`config.mk`:
```
export PLATFORM = sky130hd
export DESIGN_NAME = tlb_ctrl_flat
export DESIGN_NICKNAME = d
export VERILOG_FILES = /design/src/rtl/tlb_ctrl_if.sv /design/src/rtl/tlb_ctrl.sv /design/src/flat_wrapper.sv
export SDC_FILE = /design/constraint.sdc
export NUM_CORES = 1
export LEC_CHECK = 0
export ABC_AREA = 1
export BUFFER_PORTS_ARGS = -buffer_cell sky130_fd_sc_hd__clkbuf_2
export CAP_MARGIN = 20
export CORE_AREA = 3 3 138 140
export CTS_CLUSTER_SIZE = 30
export DETAILED_ROUTE_END_ITERATION = 10
export DIE_AREA = 0 0 141 143
export PLACE_DENSITY = 0.68
export SYNTH_ARGS = -nofsm -noshare
export SYNTH_HDL_FRONTEND = slang
export SYNTH_SLANG_ARGS = --single-unit
```
`constraint.sdc`:
```
create_clock -name clk -period 1.8 [get_ports clk]
set_input_delay 0.45 -clock clk [delete_from_list [all_inputs] [get_ports clk]]
set_output_delay 0.45 -clock clk [all_outputs]
set_load 0.05 [all_outputs]
```
`src/rtl/tlb_ctrl_if.sv`:
```
// tlb_ctrl_if: bundles every signal that tlb_ctrl exchanges with the IF stage,
// the MEM stage, CP0 and the tlb module.
//   slave  : tlb_ctrl side. It receives requests and TLB results and drives
//            the ready pulses, results, Random and the TLB control.
//   master : environment side (IF/MEM/CP0/tlb), the mirror image.
// Ports carried:
//   if_*  / mem_*           : lookup request, ready pulse and result per stage
//   wr_*                    : CP0 TLBWI/TLBWR write request and completion
//   cp0_wired, wired_we     : CP0 Wired value and its write strobe
//   random_o                : CP0 Random value
//   tlb_*                   : shared lookup/write port of the tlb module
interface tlb_ctrl_if #(
    parameter int INDEX_W = 4,
    parameter int DATA_W  = 64
);
    logic                if_req;
    logic [31:0]         if_addr;
    logic                if_rdy;
    logic [31:0]         if_paddr;
    logic [2:0]          if_exc;
    logic                mem_req;
    logic [31:0]         mem_addr;
    logic                mem_we;
    logic                mem_rdy;
    logic [31:0]         mem_paddr;
    logic [2:0]          mem_exc;
    logic                wr_req;
    logic                wr_random;
    logic [INDEX_W-1:0]  wr_index;
    logic [DATA_W-1:0]   wr_data;
    logic                wr_done;
    logic [INDEX_W-1:0]  cp0_wired;
    logic                wired_we;
    logic [INDEX_W-1:0]  random_o;
    logic [31:0]         tlb_bus_addr;
    logic                tlb_bus_write;
    logic                tlb_ce;
    logic [31:0]         tlb_paddr_i;
    logic [2:0]          tlb_exc_i;
    logic                tlb_we;
    logic [INDEX_W-1:0]  tlb_index;
    logic [DATA_W-1:0]   tlb_data;

    modport slave (
        input  if_req, if_addr, mem_req, mem_addr, mem_we,
        input  wr_req, wr_random, wr_index, wr_data,
        input  cp0_wired, wired_we, tlb_paddr_i, tlb_exc_i,
        output if_rdy, if_paddr, if_exc, mem_rdy, mem_paddr, mem_exc,
        output wr_done, random_o,
        output tlb_bus_addr, tlb_bus_write, tlb_ce, tlb_we, tlb_index, tlb_data
    );

    modport master (
        output if_req, if_addr, mem_req, mem_addr, mem_we,
        output wr_req, wr_random, wr_index, wr_data,
        output cp0_wired, wired_we, tlb_paddr_i, tlb_exc_i,
        input  if_rdy, if_paddr, if_exc, mem_rdy, mem_paddr, mem_exc,
        input  wr_done, random_o,
        input  tlb_bus_addr, tlb_bus_write, tlb_ce, tlb_we, tlb_index, tlb_data
    );
endinterface

```
`src/rtl/tlb_ctrl.sv`:
```
// tlb_ctrl: shares the single TLB lookup/write port between instruction fetch,
// data memory and CP0 TLB writes, and owns the CP0 Random counter.
// Ports:
//   clk  : clock
//   rst  : asynchronous active-low reset
//   bus  : tlb_ctrl_if.slave (requests, results, CP0 and TLB port signals)
// Operation: in IDLE a pending write wins, otherwise MEM is granted unless IF
// has waited through STARVE_MAX consecutive MEM grants. A lookup drives the
// TLB in the grant cycle, captures its combinational result at the edge and
// pulses rdy in RESP. A write drives tlb_we together with wr_done in WRITE.
module tlb_ctrl #(
    parameter int ENTRIES    = 16,
    parameter int INDEX_W    = 4,
    parameter int DATA_W     = 64,
    parameter int STARVE_MAX = 4
) (
    input logic          clk,
    input logic          rst,
    tlb_ctrl_if.slave    bus
);
    localparam int                 STARVE_W  = $clog2(STARVE_MAX + 1);
    localparam logic [INDEX_W-1:0] TOP_INDEX = INDEX_W'(ENTRIES - 1);

    typedef enum logic [1:0] {
        ST_IDLE  = 2'd0,
        ST_RESP  = 2'd1,
        ST_WRITE = 2'd2
    } state_t;

    state_t                state_r;
    state_t                state_next_s;
    logic                  grant_if_s;
    logic                  grant_mem_s;
    logic                  take_wr_s;
    logic                  if_starved_s;
    logic [STARVE_W-1:0]   starve_cnt_r;
    logic [INDEX_W-1:0]    random_r;
    logic                  if_rdy_r;
    logic                  mem_rdy_r;
    logic [31:0]           if_paddr_r;
    logic [31:0]           mem_paddr_r;
    logic [2:0]            if_exc_r;
    logic [2:0]            mem_exc_r;
    logic                  wr_done_r;
    logic                  tlb_we_r;
    logic [INDEX_W-1:0]    wr_index_r;
    logic [DATA_W-1:0]     wr_data_r;

    assign if_starved_s = bus.if_req && (starve_cnt_r == STARVE_W'(STARVE_MAX));

    // State register
    always_ff @(posedge clk or negedge rst) begin
        if (!rst) begin
            state_r <= ST_IDLE;
        end else begin
            state_r <= state_next_s;
        end
    end

    // Next-state logic: RESP and WRITE each last exactly one cycle
    always_comb begin
        state_next_s = state_r;
        case (state_r)
            ST_IDLE: begin
                if (bus.wr_req) begin
                    state_next_s = ST_WRITE;
                end else if (bus.mem_req || bus.if_req) begin
                    state_next_s = ST_RESP;
                end else begin
                    state_next_s = ST_IDLE;
                end
            end
            ST_RESP:  state_next_s = ST_IDLE;
            ST_WRITE: state_next_s = ST_IDLE;
            default:  state_next_s = ST_IDLE;
        endcase
    end

    // Grant decode for the IDLE cycle; held off while reset is active so the
    // TLB port is quiet during reset
    always_comb begin
        grant_if_s  = 1'b0;
        grant_mem_s = 1'b0;
        take_wr_s   = 1'b0;
        if (rst && (state_r == ST_IDLE)) begin
            if (bus.wr_req) begin
                take_wr_s = 1'b1;
            end else if (bus.mem_req && !if_starved_s) begin
                grant_mem_s = 1'b1;
            end else if (bus.if_req) begin
                grant_if_s = 1'b1;
            end else begin
                grant_if_s = 1'b0;
            end
        end else begin
            take_wr_s = 1'b0;
        end
    end

    // The TLB lookup is combinational, so address and enable go out in the grant cycle
    assign bus.tlb_ce        = grant_if_s | grant_mem_s;
    assign bus.tlb_bus_write = grant_mem_s & bus.mem_we;
    assign bus.tlb_bus_addr  = grant_mem_s ? bus.mem_addr :
                               (grant_if_s ? bus.if_addr : 32'd0);

    // Result capture, ready/done pulses and latched write operands
    always_ff @(posedge clk or negedge rst) begin
        if (!rst) begin
            if_rdy_r    <= 1'b0;
            mem_rdy_r   <= 1'b0;
            if_paddr_r  <= 32'd0;
            mem_paddr_r <= 32'd0;
            if_exc_r    <= 3'd0;
            mem_exc_r   <= 3'd0;
            wr_done_r   <= 1'b0;
            tlb_we_r    <= 1'b0;
            wr_index_r  <= '0;
            wr_data_r   <= '0;
        end else begin
            if_rdy_r  <= grant_if_s;
            mem_rdy_r <= grant_mem_s;
            wr_done_r <= take_wr_s;
            tlb_we_r  <= take_wr_s;
            if (grant_if_s) begin
                if_paddr_r <= bus.tlb_paddr_i;
                if_exc_r   <= bus.tlb_exc_i;
            end
            if (grant_mem_s) begin
                mem_paddr_r <= bus.tlb_paddr_i;
                mem_exc_r   <= bus.tlb_exc_i;
            end
            if (take_wr_s) begin
                // TLBWR samples Random in the cycle the write is accepted
                wr_index_r <= bus.wr_random ? random_r : bus.wr_index;
                wr_data_r  <= bus.wr_data;
            end
        end
    end

    // IF starvation counter: counts MEM wins while IF is waiting
    always_ff @(posedge clk or negedge rst) begin
        if (!rst) begin
            starve_cnt_r <= '0;
        end else if (grant_if_s) begin
            starve_cnt_r <= '0;
        end else if ((state_r == ST_IDLE) && !bus.if_req) begin
            starve_cnt_r <= '0;
        end else if (grant_mem_s && (starve_cnt_r != STARVE_W'(STARVE_MAX))) begin
            starve_cnt_r <= starve_cnt_r + STARVE_W'(1);
        end else begin
            starve_cnt_r <= starve_cnt_r;
        end
    end

    // CP0 Random: counts down to Wired then wraps to the top entry; the
    // wrap test also pins it at the top when Wired covers every entry
    always_ff @(posedge clk or negedge rst) begin
        if (!rst) begin
            random_r <= TOP_INDEX;
        end else if (bus.wired_we) begin
            random_r <= TOP_INDEX;
        end else if (random_r <= bus.cp0_wired) begin
            random_r <= TOP_INDEX;
        end else begin
            random_r <= random_r - INDEX_W'(1);
        end
    end

    assign bus.if_rdy    = if_rdy_r;
    assign bus.if_paddr  = if_paddr_r;
    assign bus.if_exc    = if_exc_r;
    assign bus.mem_rdy   = mem_rdy_r;
    assign bus.mem_paddr = mem_paddr_r;
    assign bus.mem_exc   = mem_exc_r;
    assign bus.wr_done   = wr_done_r;
    assign bus.tlb_we    = tlb_we_r;
    assign bus.tlb_index = wr_index_r;
    assign bus.tlb_data  = wr_data_r;
    assign bus.random_o  = random_r;
endmodule

```
`src/flat_wrapper.sv`:
```
// flat-port wrapper written by rule: the top's interface ports become plain ports
module tlb_ctrl_flat 
#(
    parameter int ENTRIES    = 16,
    parameter int INDEX_W    = 4,
    parameter int DATA_W     = 64,
    parameter int STARVE_MAX = 4
)
  (clk, rst, bus_if_req, bus_if_addr, bus_mem_req, bus_mem_addr, bus_mem_we, bus_wr_req, bus_wr_random, bus_wr_index, bus_wr_data, bus_cp0_wired, bus_wired_we, bus_tlb_paddr_i, bus_tlb_exc_i, bus_if_rdy, bus_if_paddr, bus_if_exc, bus_mem_rdy, bus_mem_paddr, bus_mem_exc, bus_wr_done, bus_random_o, bus_tlb_bus_addr, bus_tlb_bus_write, bus_tlb_ce, bus_tlb_we, bus_tlb_index, bus_tlb_data);
  tlb_ctrl_if #(.INDEX_W(INDEX_W), .DATA_W(DATA_W)) bus_i ();
  input logic clk;
  input logic rst;
  input wire logic [$bits(bus_i.if_req)-1:0] bus_if_req;
  input wire logic [$bits(bus_i.if_addr)-1:0] bus_if_addr;
  input wire logic [$bits(bus_i.mem_req)-1:0] bus_mem_req;
  input wire logic [$bits(bus_i.mem_addr)-1:0] bus_mem_addr;
  input wire logic [$bits(bus_i.mem_we)-1:0] bus_mem_we;
  input wire logic [$bits(bus_i.wr_req)-1:0] bus_wr_req;
  input wire logic [$bits(bus_i.wr_random)-1:0] bus_wr_random;
  input wire logic [$bits(bus_i.wr_index)-1:0] bus_wr_index;
  input wire logic [$bits(bus_i.wr_data)-1:0] bus_wr_data;
  input wire logic [$bits(bus_i.cp0_wired)-1:0] bus_cp0_wired;
  input wire logic [$bits(bus_i.wired_we)-1:0] bus_wired_we;
  input wire logic [$bits(bus_i.tlb_paddr_i)-1:0] bus_tlb_paddr_i;
  input wire logic [$bits(bus_i.tlb_exc_i)-1:0] bus_tlb_exc_i;
  output wire logic [$bits(bus_i.if_rdy)-1:0] bus_if_rdy;
  output wire logic [$bits(bus_i.if_paddr)-1:0] bus_if_paddr;
  output wire logic [$bits(bus_i.if_exc)-1:0] bus_if_exc;
  output wire logic [$bits(bus_i.mem_rdy)-1:0] bus_mem_rdy;
  output wire logic [$bits(bus_i.mem_paddr)-1:0] bus_mem_paddr;
  output wire logic [$bits(bus_i.mem_exc)-1:0] bus_mem_exc;
  output wire logic [$bits(bus_i.wr_done)-1:0] bus_wr_done;
  output wire logic [$bits(bus_i.random_o)-1:0] bus_random_o;
  output wire logic [$bits(bus_i.tlb_bus_addr)-1:0] bus_tlb_bus_addr;
  output wire logic [$bits(bus_i.tlb_bus_write)-1:0] bus_tlb_bus_write;
  output wire logic [$bits(bus_i.tlb_ce)-1:0] bus_tlb_ce;
  output wire logic [$bits(bus_i.tlb_we)-1:0] bus_tlb_we;
  output wire logic [$bits(bus_i.tlb_index)-1:0] bus_tlb_index;
  output wire logic [$bits(bus_i.tlb_data)-1:0] bus_tlb_data;
  assign bus_i.if_req = bus_if_req;
  assign bus_i.if_addr = bus_if_addr;
  assign bus_i.mem_req = bus_mem_req;
  assign bus_i.mem_addr = bus_mem_addr;
  assign bus_i.mem_we = bus_mem_we;
  assign bus_i.wr_req = bus_wr_req;
  assign bus_i.wr_random = bus_wr_random;
  assign bus_i.wr_index = bus_wr_index;
  assign bus_i.wr_data = bus_wr_data;
  assign bus_i.cp0_wired = bus_cp0_wired;
  assign bus_i.wired_we = bus_wired_we;
  assign bus_i.tlb_paddr_i = bus_tlb_paddr_i;
  assign bus_i.tlb_exc_i = bus_tlb_exc_i;
  assign bus_if_rdy = bus_i.if_rdy;
  assign bus_if_paddr = bus_i.if_paddr;
  assign bus_if_exc = bus_i.if_exc;
  assign bus_mem_rdy = bus_i.mem_rdy;
  assign bus_mem_paddr = bus_i.mem_paddr;
  assign bus_mem_exc = bus_i.mem_exc;
  assign bus_wr_done = bus_i.wr_done;
  assign bus_random_o = bus_i.random_o;
  assign bus_tlb_bus_addr = bus_i.tlb_bus_addr;
  assign bus_tlb_bus_write = bus_i.tlb_bus_write;
  assign bus_tlb_ce = bus_i.tlb_ce;
  assign bus_tlb_we = bus_i.tlb_we;
  assign bus_tlb_index = bus_i.tlb_index;
  assign bus_tlb_data = bus_i.tlb_data;
  tlb_ctrl #(.ENTRIES(ENTRIES), .INDEX_W(INDEX_W), .DATA_W(DATA_W), .STARVE_MAX(STARVE_MAX)) u_core (.clk(clk), .rst(rst), .bus(bus_i));
endmodule
```
# ---- After elaboration in Yosys (flattened, before gate mapping)
# Cells that the tools add are included.
dict set report word_totals {
  ff_bits 150
  in_bits 179
}
dict set report op_classes {
  n_addsub 2
  n_lt_le_gt_ge 1
  n_eq_ne 2
  mux 20
  bitwise 2
  n_reduce_logical 10
}
# operator count
set op_table {}
lappend op_table {{$mux W32} 2}
lappend op_table {{$mux W4} 3}
lappend op_table {{$mux W1} 10}
lappend op_table {{$mux W3} 3}
lappend op_table {{$logic_and A1 B1 Y1} 5}
lappend op_table {{$le A4 B4 Y1} 1}
lappend op_table {{$mux W2} 2}
lappend op_table {{$sub A4 B1 Y4 const B} 1}
lappend op_table {{$add A3 B1 Y3 const B} 1}
lappend op_table {{$eq A3 B3 Y1 const B} 1}
lappend op_table {{$ne A3 B3 Y1 const B} 1}
lappend op_table {{$reduce_bool A3 Y1} 1}
lappend op_table {{$logic_not A1 Y1} 2}
lappend op_table {{$logic_not A2 Y1} 1}
lappend op_table {{$and A1 B1 Y1} 1}
lappend op_table {{$logic_or A1 B1 Y1} 1}
lappend op_table {{$or A1 B1 Y1} 1}

# ---- Depth between registers and ports, before layout
dict set report logic_depth {
  depth_word 11
  ltp_mapped 11
  ltp_nobuf 9
}

# ---- Worst setup path before layout
# OpenSTA, ideal clock, no wires.
dict set report synth_path {
  kind {register to output}
  start {register u_core.starve_cnt_r[0]}
  end {output bus_tlb_bus_write}
  arrival_time_ns 1.935
  required_ns 1.350
  setup_slack_ns -0.585
  stages_incl_launch_ff 10
  cell_sequence {dfrtp_1 inv_1 ha_1 nand3_1 nand2_1 nor2_4 inv_2 buf_4 buf_4 nor2_1}
}
dict set report synth_via {
  elab_chain_len 8
}
# item line_no
set synth_lines {}
lappend synth_lines {{from (decl)} tlb_ctrl.sv:36} ;# logic [STARVE_W-1:0] starve_cnt_r;
lappend synth_lines {{from (signal assigned)} tlb_ctrl.sv:149} ;# starve_cnt_r <= starve_cnt_r + STARVE_W'(1);
lappend synth_lines {{from (signal assigned)} tlb_ctrl.sv:151} ;# starve_cnt_r <= starve_cnt_r;
lappend synth_lines {{$eq A3 B3 Y1} tlb_ctrl.sv:49} ;# assign if_starved_s = bus.if_req && (starve_cnt_r == STARVE_W'(STARVE_MAX));
lappend synth_lines {{$logic_and A1 B1 Y1} tlb_ctrl.sv:49}
lappend synth_lines {{$logic_not A1 Y1} tlb_ctrl.sv:88} ;# end else if (bus.mem_req && !if_starved_s) begin
lappend synth_lines {{$logic_and A1 B1 Y1} tlb_ctrl.sv:88}
lappend synth_lines {{$mux W1} tlb_ctrl.sv:88}
lappend synth_lines {{$mux W1} tlb_ctrl.sv:86} ;# if (bus.wr_req) begin
lappend synth_lines {{$mux W1} tlb_ctrl.sv:85} ;# if (rst && (state_r == ST_IDLE)) begin
lappend synth_lines {{$and A1 B1 Y1} tlb_ctrl.sv:102} ;# assign bus.tlb_bus_write = grant_mem_s & bus.mem_we;
lappend synth_lines {{to (decl)} flat_wrapper.sv:35} ;# output wire logic [$bits(bus_i.tlb_bus_write)-1:0] bus_tlb_bus_write;
# Every way passes these cells.

# ---- Worst setup path after layout
dict set report layout_path {
  start {register u_core.starve_cnt_r[1]}
  end {output bus_tlb_bus_addr[27]}
}
dict set report layout_via {
  elab_chain_len 9
  elab_cells_between_ends 12
  classes_between {eq/ne (1); mux (8); reduce/logical (3)}
}
# item line_no
set layout_lines {}
lappend layout_lines {{$eq A3 B3 Y1 *} tlb_ctrl.sv:49}
lappend layout_lines {{$logic_and A1 B1 Y1 *} tlb_ctrl.sv:49}
lappend layout_lines {{$logic_not A1 Y1 *} tlb_ctrl.sv:88}
lappend layout_lines {{$logic_and A1 B1 Y1 *} tlb_ctrl.sv:88}
lappend layout_lines {{$mux W1} tlb_ctrl.sv:88}
lappend layout_lines {{$mux W1} tlb_ctrl.sv:86}
lappend layout_lines {{$mux W1} tlb_ctrl.sv:85}
lappend layout_lines {{$mux W32} tlb_ctrl.sv:104} ;# (grant_if_s ? bus.if_addr : 32'd0);
lappend layout_lines {{$mux W32 *} tlb_ctrl.sv:103} ;# assign bus.tlb_bus_addr = grant_mem_s ? bus.mem_addr :
lappend layout_lines {{to (decl)} flat_wrapper.sv:34} ;# output wire logic [$bits(bus_i.tlb_bus_addr)-1:0] bus_tlb_bus_addr;
# Mark *: on every way between the ends. The rest lies on a longest branch, timed or not.

==> impl_metrics.json <==
{
  "clock-sinks": 150,
  "timing.final.crit_period_ns": 2.38,
  "dp_slack_ns": -0.249,
  "final-hold-violation-count": 0,
  "ir_drop_mv": 1.07,
  "p_clk_share_pct": 24.9,
  "n_antenna_cell": 0,
  "dp.cells": 1326,
  "drtIter0Drc": 286,
  "htreeDepth": 4,
  "synth_top_area_cell": "dfrtp_1",
  "num-fill-cells": 1570,
  "vias_per_cell": 4.49,
  "ant_nets": 0,
  "hold_class": "in2async",
  "dr.pass1.iters": 4,
  "vias": 6187,
  "max_stage_delay_ns": 0.39,
  "synth.top_cell.area_share_pct": 57.9,
  "wl_met3_mm": 1.87,
  "pin_count": 359,
  "antenna_found_initial": 0,
  "netSwitchingPower_mw": 6.37,
  "worst-setup-path-type": "reg2out",
  "gp_congestion": 0.791,
  "fin_ws_ns": -0.576,
  "seq_power_share_pct": 34.3,
  "crit_arrival_ns": 1.93,
  "grt_max_degree": 140,
  "max_slew_margin_pct": 45.2,
  "drc": 0,
  "cpMostUsedCell": "inv_2",
  "final_cells": 1377,
  "die_area_mm2": 0.0202,
  "final_util_pct": 58.3,
  "synth.net_count": 938,
  "ys_top_cells_by_area": "dfrtp_1 58%, nand2_1 26%, o21ai_0 3.0%, inv_1 2.1%, dfstp_2 1.7%",
  "violations": "negative setup slack",
  "wl_per_cell_um": 15.2,
  "p_per_area_mw_per_mm2": 1320,
  "internal_power_mw": 7.46,
  "floorplan.initialDensity_pct": 35.2,
  "row_count": 49,
  "synth_cells": 752,
  "coreArea_mm2": 0.0180,
  "nets": 1321,
  "avgSynthCellArea_um2": 8.40,
  "hpwl_mm": 14.4,
  "critPathBufInv": 4,
  "cts_buffers": 17,
  "final_cell_mix": "360 x nand2_1, 323 x clkbuf_2, 146 x dfrtp_1",
  "r2r_setup_slack_ns": -0.02,
  "wl_met2_mm": 10.2,
  "max_freq_ghz": 0.421,
  "combPwrFrac_pct": 40.8,
  "clockBufferDepth": 2,
  "cp-start-kind": "register",
  "numPortBuffers": 358,
  "finalSetupViolCount": 57,
  "multiInputGateArea_mm2": 0.00271,
  "clk_latency_ns": 0.42,
  "critPathSlowestCell": "dfrtp_1",
  "area_growth_pct": 65.9,
  "crit_fanout": 26,
  "rsz0062_at_grt": "true",
  "grt_use_total_pct": 20.3,
  "fin_area_mm2": 0.0105,
  "drive_above_1_share_pct": 47.0,
  "switching_share_pct": 46.0,
  "cp_cell_sequence": "inv_2 > ha_4 > nand3_2 > nand2_2 > inv_2 > nor2_4 > buf_12 > nand2_1 > nand2_4 > clkbuf_8",
  "cts_root_buf": "clkbuf_16",
  "path_clk_slew_ns": 0.06,
  "grt_first_pass_wirelength_mm": 32.5,
  "critPathTopFamily": "simple AND/OR/NAND/NOR gates",
  "finalMaxSlewViolations": 0,
  "drt-total-wl_mm": 21.0,
  "fin_crit_sh_pct": 132,
  "die_w_um": 141,
  "cap_violations": 0,
  "dieHeight_um": 143,
  "skew_ns": 0.00893,
  "tightest_slew_ns": 0.823,
  "placed_area_mm2": 0.00890,
  "end_kind": "output port",
  "yosysSeqAreaShare_pct": 59.5,
  "met1_length_mm": 8.46,
  "cts_tree": "yes",
  "syn_area_mm2": 0.00631,
  "synth_seq_cells": 150,
  "status": "finished, violations left",
  "leakage_nw": 5.89,
  "synth.distinct_cells": 22,
  "highest_layer": "met4",
  "crit_required_ns": 1.35,
  "final_common_cell": "nand2_1",
  "yosys_warnings": 0,
  "register_area_mm2": 0.00376,
  "grt_pass1_vias": 6150,
  "gr-total-overflow": 0,
  "setup_tns_ns": -18.46
}
[final timing paths]
check,start,end,cells after the start
setup / recovery,u_core.starve_cnt_r[1],bus_tlb_bus_addr[27],10
hold / removal,rst,u_core.bus.tlb_data[32],3
setup reg to reg,u_core.starve_cnt_r[1],u_core.bus.if_paddr[18],13
hold reg to reg,u_core.bus.if_paddr[7],u_core.bus.if_paddr[7],2
max in group asynchronous,rst,u_core.starve_cnt_r[2],3
min in group clk,bus_wr_data[10],u_core.bus.tlb_data[10],3
[cells by family after synthesis]
group / count (synthesis) / synth area share [%]
xor+xnor: 2 / 0.277
compound gates: 59 / 5.07
buf+inv: 79 / 6.08
simple gates: 455 / 27.7
flops: 150 / 59.5
fa+ha+maj: 7 / 1.39
[area by class of cell]
| class | instances | share of cell area, % |
|---|---|---|
| multi-input combinational | 523 | 25.9 |
| clock inverter | 14 | 1.31 |
| clock buffer | 18 | 4.19 |
| inverter | 42 | 1.66 |
| tap | 229 | 2.73 |
| timing repair buffer | 401 | 28.3 |
| sequential | 150 | 35.9 |
[power groups by stage]
stage                     combinational [mW]  sequential, mW  clock, mW
final                                   5.64            4.75       3.45
after global routing                    5.97            4.84       3.69
after CTS                               5.54            4.67       3.54
after detailed placement                5.39            4.69          0
after global placement                  5.34            4.68          0
after floorplan                         1.01            7.52          0
[what timing repair did]
action | CTS | global route
setup buffers | 9 | 3
pin swaps | 2 | 3
resized for setup | 109 | 71
cloned | 7 | 1
hold endpoints to repair | 11 | 0
endpoints found under the setup margin | 91 | 103
hold buffers | 1 | 0
[layer usage]
layer / vias up / GRT usage, %
met5: - / 0
met4: 0 / 6.37
met3: 30 / 6.56
met2: 267 / 33.0
met1: 2824 / 25.8
li1: 3066 / -
[synthesized netlist by cell type]
master    count
nand2_1     431
dfrtp_1     146
o21ai_0      38
inv_1        36
buf_4        13
clkbuf_1     13
nor2_1       10
o21ai_1      10
nand3_1       9
buf_2         7
ha_1          7
o21ai_2       6
inv_2         5
a21oi_1       4
buf_6         4
dfstp_2       4
nor2_4        3
xnor2_1       2
clkinv_1      1
nand2_2       1
nor2_2        1
o21bai_1      1
[state kept, by name, indices dropped and copies added (netlist names), 2 cells and up]
register              cells
u_core.bus.tlb_data      64
u_core.bus.random_o       4
u_core.bus.mem_paddr     32
u_core.bus.if_exc         3
u_core.state_r            2
u_core.bus.if_paddr      32
u_core.bus.mem_exc        3
u_core.bus.tlb_index      4
u_core.starve_cnt_r       3
[per-stage QoR]
step | hold WS, ns | power [mW]
2_1_floorplan | 0.154 | 8.53
3_3_place_gp | 0.410 | 10.0
3_5_place_dp | 0.413 | 10.1
4_1_cts | 0.203 | 13.7
5_1_grt | 0.211 | 14.5
6_report | 0.222 | 13.8
[worst min-delay path, cell delays in order]
cell and delay [ns]:
buf_6 0.09, buf_4 0.12, buf_12 0.46
No activity file was read; power rests on OpenSTA's default activity.
